### src/rtl/audio_sequencer.sv
// rtl/audio_sequencer.sv - 16-step audio control-word sequencer driving AudioControlRegister
// Plays (word, duration) steps at a prescaled tick rate with optional loop, mute gap and stop.
module audio_sequencer #(
  parameter int CLK_FREQ_HZ = 100_000_000,
  parameter int TICK_HZ     = 1000,
  parameter int GAP_TICKS   = 0
) (
  input  logic        CLK,
  input  logic        Reset,
  input  logic        wr_en,
  input  logic [4:0]  wr_addr,
  input  logic [15:0] wr_data,
  output logic [3:0]  AudioControlRegister,
  output logic        Playing,
  output logic [3:0]  StepIndex,
  output logic        Done
);

  localparam int DIV = CLK_FREQ_HZ / TICK_HZ;
  localparam int PW  = $clog2(DIV);
  localparam int GW  = (GAP_TICKS > 0) ? $clog2(GAP_TICKS + 1) : 1;

  localparam logic [1:0] ST_IDLE = 2'd0;
  localparam logic [1:0] ST_LOAD = 2'd1;
  localparam logic [1:0] ST_PLAY = 2'd2;
  localparam logic [1:0] ST_GAP  = 2'd3;

  logic [15:0]   mem_q [16];
  logic [1:0]    state_q, state_d;
  logic [3:0]    step_q, step_d;
  logic [3:0]    out_q, out_d;
  logic          done_q, done_d;
  logic          playing_q, playing_d;
  logic          loop_q, loop_d;
  logic [3:0]    last_q, last_d;
  logic [PW-1:0] presc_q, presc_d;
  logic [11:0]   cnt_q, cnt_d;
  logic [GW-1:0] gap_q, gap_d;

  logic        ctrl_wr, cmd_stop, cmd_start, tick, adv, fin;
  logic [15:0] entry;

  // Program memory is deliberately left unreset; entries are consumed only at LOAD.
  always_ff @(posedge CLK) begin
    if (wr_en && !wr_addr[4]) begin
      mem_q[wr_addr[3:0]] <= wr_data;
    end
  end

  assign entry     = mem_q[step_q];
  assign ctrl_wr   = wr_en && (wr_addr == 5'd16);
  assign cmd_stop  = ctrl_wr && wr_data[1];
  assign cmd_start = ctrl_wr && wr_data[0] && !wr_data[1];
  assign tick      = (presc_q == PW'(DIV - 1));

  always_comb begin
    state_d = state_q;
    step_d  = step_q;
    out_d   = out_q;
    done_d  = 1'b0;
    loop_d  = loop_q;
    last_d  = last_q;
    cnt_d   = cnt_q;
    gap_d   = gap_q;
    adv     = 1'b0;
    fin     = 1'b0;
    presc_d = '0;
    if (state_q == ST_PLAY || state_q == ST_GAP) begin
      presc_d = tick ? '0 : presc_q + PW'(1);
    end

    case (state_q)
      ST_LOAD: begin
        if (entry[11:0] == 12'd0) begin
          fin = 1'b1;
        end else begin
          out_d   = entry[15:12];
          cnt_d   = entry[11:0];
          state_d = ST_PLAY;
        end
      end
      ST_PLAY: begin
        if (tick) begin
          cnt_d = cnt_q - 12'd1;
          if (cnt_q == 12'd1) begin
            if (GAP_TICKS > 0) begin
              out_d   = 4'd0;
              gap_d   = GW'(GAP_TICKS);
              state_d = ST_GAP;
            end else begin
              adv = 1'b1;
            end
          end
        end
      end
      ST_GAP: begin
        if (tick) begin
          gap_d = gap_q - GW'(1);
          if (gap_q == GW'(1)) begin
            adv = 1'b1;
          end
        end
      end
      default: ;
    endcase

    if (adv) begin
      if (step_q != last_q) begin
        step_d  = step_q + 4'd1;
        state_d = ST_LOAD;
      end else if (loop_q) begin
        step_d  = 4'd0;
        state_d = ST_LOAD;
      end else begin
        fin = 1'b1;
      end
    end

    if (fin) begin
      done_d  = 1'b1;
      out_d   = 4'd0;
      state_d = ST_IDLE;
    end

    // Commands override whatever the sequencer was doing this cycle; stop beats start.
    if (cmd_stop) begin
      state_d = ST_IDLE;
      out_d   = 4'd0;
      done_d  = 1'b0;
      presc_d = '0;
    end else if (cmd_start) begin
      state_d = ST_LOAD;
      step_d  = 4'd0;
      done_d  = 1'b0;
      presc_d = '0;
    end

    if (ctrl_wr) begin
      loop_d = wr_data[2];
      last_d = wr_data[7:4];
    end

    playing_d = (state_d != ST_IDLE);
  end

  always_ff @(posedge CLK or posedge Reset) begin
    if (Reset) begin
      state_q   <= ST_IDLE;
      step_q    <= 4'd0;
      out_q     <= 4'd0;
      done_q    <= 1'b0;
      playing_q <= 1'b0;
      loop_q    <= 1'b0;
      last_q    <= 4'd15;
      presc_q   <= '0;
      cnt_q     <= 12'd0;
      gap_q     <= '0;
    end else begin
      state_q   <= state_d;
      step_q    <= step_d;
      out_q     <= out_d;
      done_q    <= done_d;
      playing_q <= playing_d;
      loop_q    <= loop_d;
      last_q    <= last_d;
      presc_q   <= presc_d;
      cnt_q     <= cnt_d;
      gap_q     <= gap_d;
    end
  end

  assign AudioControlRegister = out_q;
  assign Playing              = playing_q;
  assign StepIndex            = step_q;
  assign Done                 = done_q;

endmodule

### config.mk
export PLATFORM = sky130hd
export DESIGN_NAME = audio_sequencer
export DESIGN_NICKNAME = d
export VERILOG_FILES = /design/src/rtl/audio_sequencer.sv
export SDC_FILE = /design/constraint.sdc
export NUM_CORES = 1
export LEC_CHECK = 0
export ABC_AREA = 1
export CORE_ASPECT_RATIO = 0.8
export CORE_UTILIZATION = 62
export DETAILED_ROUTE_END_ITERATION = 8
export PLACE_DENSITY = 0.8
export SLEW_MARGIN = 20
export SYNTH_ARGS = -nofsm -noshare
export SYNTH_HDL_FRONTEND = slang
export SYNTH_SLANG_ARGS = --single-unit
### constraint.sdc
create_clock -name CLK -period 2.8 [get_ports CLK]
set_input_delay 0.28 -clock CLK [delete_from_list [all_inputs] [get_ports CLK]]
set_output_delay 0.28 -clock CLK [all_outputs]
set_load 0.05 [all_outputs]
==> impl_metrics.csv <==
group,metric,value,unit
logic_synthesis,synth.distinct_cells,53,
die,die-area,0.0218,mm^2
timing,rsz0062_at_grt,"no",
timing,setup_viol,0,
logic_synthesis,synth_top_family_by_area,"simple AND/OR/NAND/NOR gates",
global_routing,grt_pass1_vias,8692,
cts,cts.sinks,303,
die,core.rowCount,47,
cts,clk_latency,0.56,ns
critical_path,path_buf_inv,2,
layout,fillCellCount,1364,
route,wl_per_cell,20.0,um
critical_path,crit_chain,"buf_4 > nand2_8 > inv_6 > nand2_1 > a21oi_1 > nor2_1 > nand2_1 > nand2_1 > nor2_1 > nand2_1 > nor2_2 > nand2_1 > nand2_2 > nand2_8 > o311ai_0 > o21ai_2",
logic_synthesis,synth.area.mux_share,0,%
outcome,status,"complete, no violations",
critical_path,r2r-end,"cnt_q[8]",
logic_synthesis,synth_top_cell_by_area,"edfxtp_1",
power_and_ir_drop,powerDensity,727,mW/mm^2
logic_synthesis,syn-num-nets,1239,
power_and_ir_drop,leakage,5.66,nW
logic_synthesis,synth.area.top_cells,"edfxtp_1 (59%), nand2_1 (9.4%), dfrtp_1 (8.2%)",
logic_synthesis,synthArstFlopShare,15.5,%
logic_synthesis,ys_seq_elements,303,
route,drc_errors,0,
critical_path,crit_family,"simple AND/OR/NAND/NOR gates",
critical_path,endpoint,"cnt_q[8]",
placement,port_buffers,33,
logic_synthesis,synth_compound_area_share,7.07,%
timing,slew-limit-headroom,44.3,%
logic_synthesis,synth_area_per_cell,10.8,um^2
layout,area_delta_synth_final,12.9,%
logic_synthesis,synth-seq-area-share,67.5,%
timing,worst_pin_slew,0.834,ns
die,start_util,63.5,%
die,io_pins,34,
cts,cts_buffers,28,
timing,fin_worst_skew,0.0179,ns
logic_synthesis,netlist.area_leader.share,58.5,%
critical_path,cp_max_fo,20,
die,die_h,132,um
cts,path_clk_slew,0.07,ns
layout,drive_above_1_share,12.2,%
cts,holdBufCountCts,0,
global_routing,track_usage,29.5,%
route,route.antenna.remaining_nets,0,
critical_path,worstReg2RegStart,"StepIndex[2]",
global_routing,grt-ovfl-total,0,
cts,cts_tree,"done",
logic_synthesis,synth-adder-area-share,0.381,%
critical_path,cp.depth,16,
logic_synthesis,synth_cells,1211,
critical_path,worstPathRequired,3.22,ns
timing,holdWs,0.223,ns
layout,final_cells,1564,
hold_path,hold_class,"primary input to async pin",
critical_path,crit_type,"flop to flop",
timing,fmax,382,MHz
logic_synthesis,syn_area,0.0131,mm^2
placement,gp_routability_congestion,0.875,
power_and_ir_drop,peakVddDrop,557,uV
die,die_x,165,um
die,core-area,0.0207,mm^2
route,routed-via-count,9163,
critical_path,slowest_delay,0.53,ns
logic_synthesis,synthXorXnorAreaFrac,0.733,%
critical_path,endpoint_kind,"flop",
logic_synthesis,synth_ff_type,"edfxtp_1",
timing,finalHoldViolCount,0,
cts,postCtsSetupBuffers,0,
placement,dpl.cell_count,1515,
route,vias_per_cell,5.86,
run,cap_viol_max_count,0,
placement,hpwl,19100,um
layout,n_antenna_cell,0,
critical_path,crit_start,"StepIndex[2]",
critical_path,ff2ff_path_depth,16,
route,dr.first_iter.drc_count,1221,
critical_path,slowest_stage,"dfrtp_1",
critical_path,worstPathArrival,3.04,ns
logic_synthesis,synth_edf_count,256,
route,drt_wl_total,31300,um
timing,fin_setup_tns,0,ns
cts,clockRootBuffer,"clkbuf_16",
critical_path,rrSetupSlack,0.18,ns
layout,post-route-util,71.6,%
cts,h-tree-depth,1,
logic_synthesis,yosysWarningCount,0,
cts,clk_path_buf_depth,3,
route,firstDrtPassIters,6,
global_routing,antenna_found_initial,0,
timing,period_share,93.5,%
timing,min_period,2.62,ns
timing,timing.final.max_slew_violations,0,
placement,place_ws,0.145,ns
global_routing,grt_max_degree,77,
logic_synthesis,synth-simple-area-share,19.1,%
global_routing,grt_first_pass_wirelength,48000,um
layout,final_nets,1305,
critical_path,cpMostUsedCell,"nand2_1",
critical_path,worst_setup_path_start_kind,"flop",
timing,fin_ws,0.183,ns
## placed cells by master, fill, tap and decap left out, types with 5 or more instances in the layout
cell type and n:
nand2_1 330, edfxtp_1 256, nor2_1 141, inv_1 82
nand3_1 74, buf_4 51, o21ai_0 45, a21oi_1 45
dfrtp_1 41, clkdlybuf4s50_1 32, clkbuf_16 28, nor2_2 22
nor3_1 19, xor2_1 11, o211ai_1 7, o21ai_2 7
clkbuf_1 6, nand4_1 5
## where the power goes
part           internal [mW]  switching [mW]  leakage, nW
registers               5.12           0.173         2.88
clock network           1.92            1.59        0.412
logic                  0.651            1.32         2.37
## flip-flops by register name (all words and copies together) (netlist names)
register	cells
AudioControlRegister	4
Done	1
Playing	1
StepIndex	4
cnt_q	12
gap_q	1
last_q	4
loop_q	1
mem_q	256
presc_q	17
state_q	2
## cell usage after synthesis, types with 2 or more instances
master and n:
o211ai_1 7, o211ai_2 4, a221oi_1 2, a21oi_2 2, o22ai_1 2, nor2_2 6, nor3b_1 3, buf_4 3
o21ai_0 45, xor2_1 11, nand2_1 330, o221ai_1 4, o21ai_2 7, nor2_1 157, buf_6 12, nor4_1 4
o221a_2 4, dfrtp_1 43, a31oi_2 4, edfxtp_1 256, clkbuf_1 9, a22oi_1 2, inv_1 83, nor3_1 19
dfstp_2 4, a21oi_1 45, ha_1 4, buf_2 27, a31oi_1 3, inv_2 3, a221o_1 4, inv_4 2
nand4_1 5, nand3_1 74, o21ai_1 3
## per-layer routing
metal	wire [um]	vias to the layer above	GRT usage (%)	share of wire [%]
li1	-	4253	-	-
met1	12500	4316	43.4	40
met2	14000	513	44.3	45
met3	3830	81	6.83	12
met4	916	0	8.26	2.9
met5	0	-	0	0
## cell families (layout without fill, tap and decap cells)
family / Yosys count / in the layout
compound gates: 144 / 144
xor+xnor: 11 / 11
fa+ha+maj: 4 / 4
buf+inv: 142 / 225
flops: 303 / 303
simple gates: 607 / 608
## area by class of cell
| type | count | area (um^2) | area share (%) |
|---|---|---|---|
| multi-input combinational | 767 | 3650 | 24.6 |
| tap | 269 | 337 | 2.27 |
| sequential | 303 | 8870 | 59.8 |
| clock buffer | 38 | 772 | 5.21 |
| inverter | 89 | 347 | 2.34 |
| timing repair buffer | 88 | 795 | 5.36 |
| clock inverter | 10 | 57.6 | 0.388 |
## worst min-delay path by stage
stage,depth (start not counted),to,slack (ns)
floorplan,2,last_q[0],0.38
global placement,1,presc_q[0],0.45
detailed placement,1,presc_q[0],0.45
CTS,2,StepIndex[0],0.24
global route,2,gap_q,0.32
finish,2,StepIndex[0],0.22
## per-stage QoR
step	power, mW	area (um^2)
finish	10.8	14800
global route	11.2	14800
CTS	10.8	14800
detailed placement	7.31	14000
global placement	7.24	14000
floorplan	6.72	13100
## timing repair
item | 4_1_cts | 5_1_grt
setup endpoints to repair | 0 | 9
gates resized for setup | 0 | 5
endpoints found under the hold margin | 0 | 0
No activity file was read; power rests on OpenSTA's default activity.
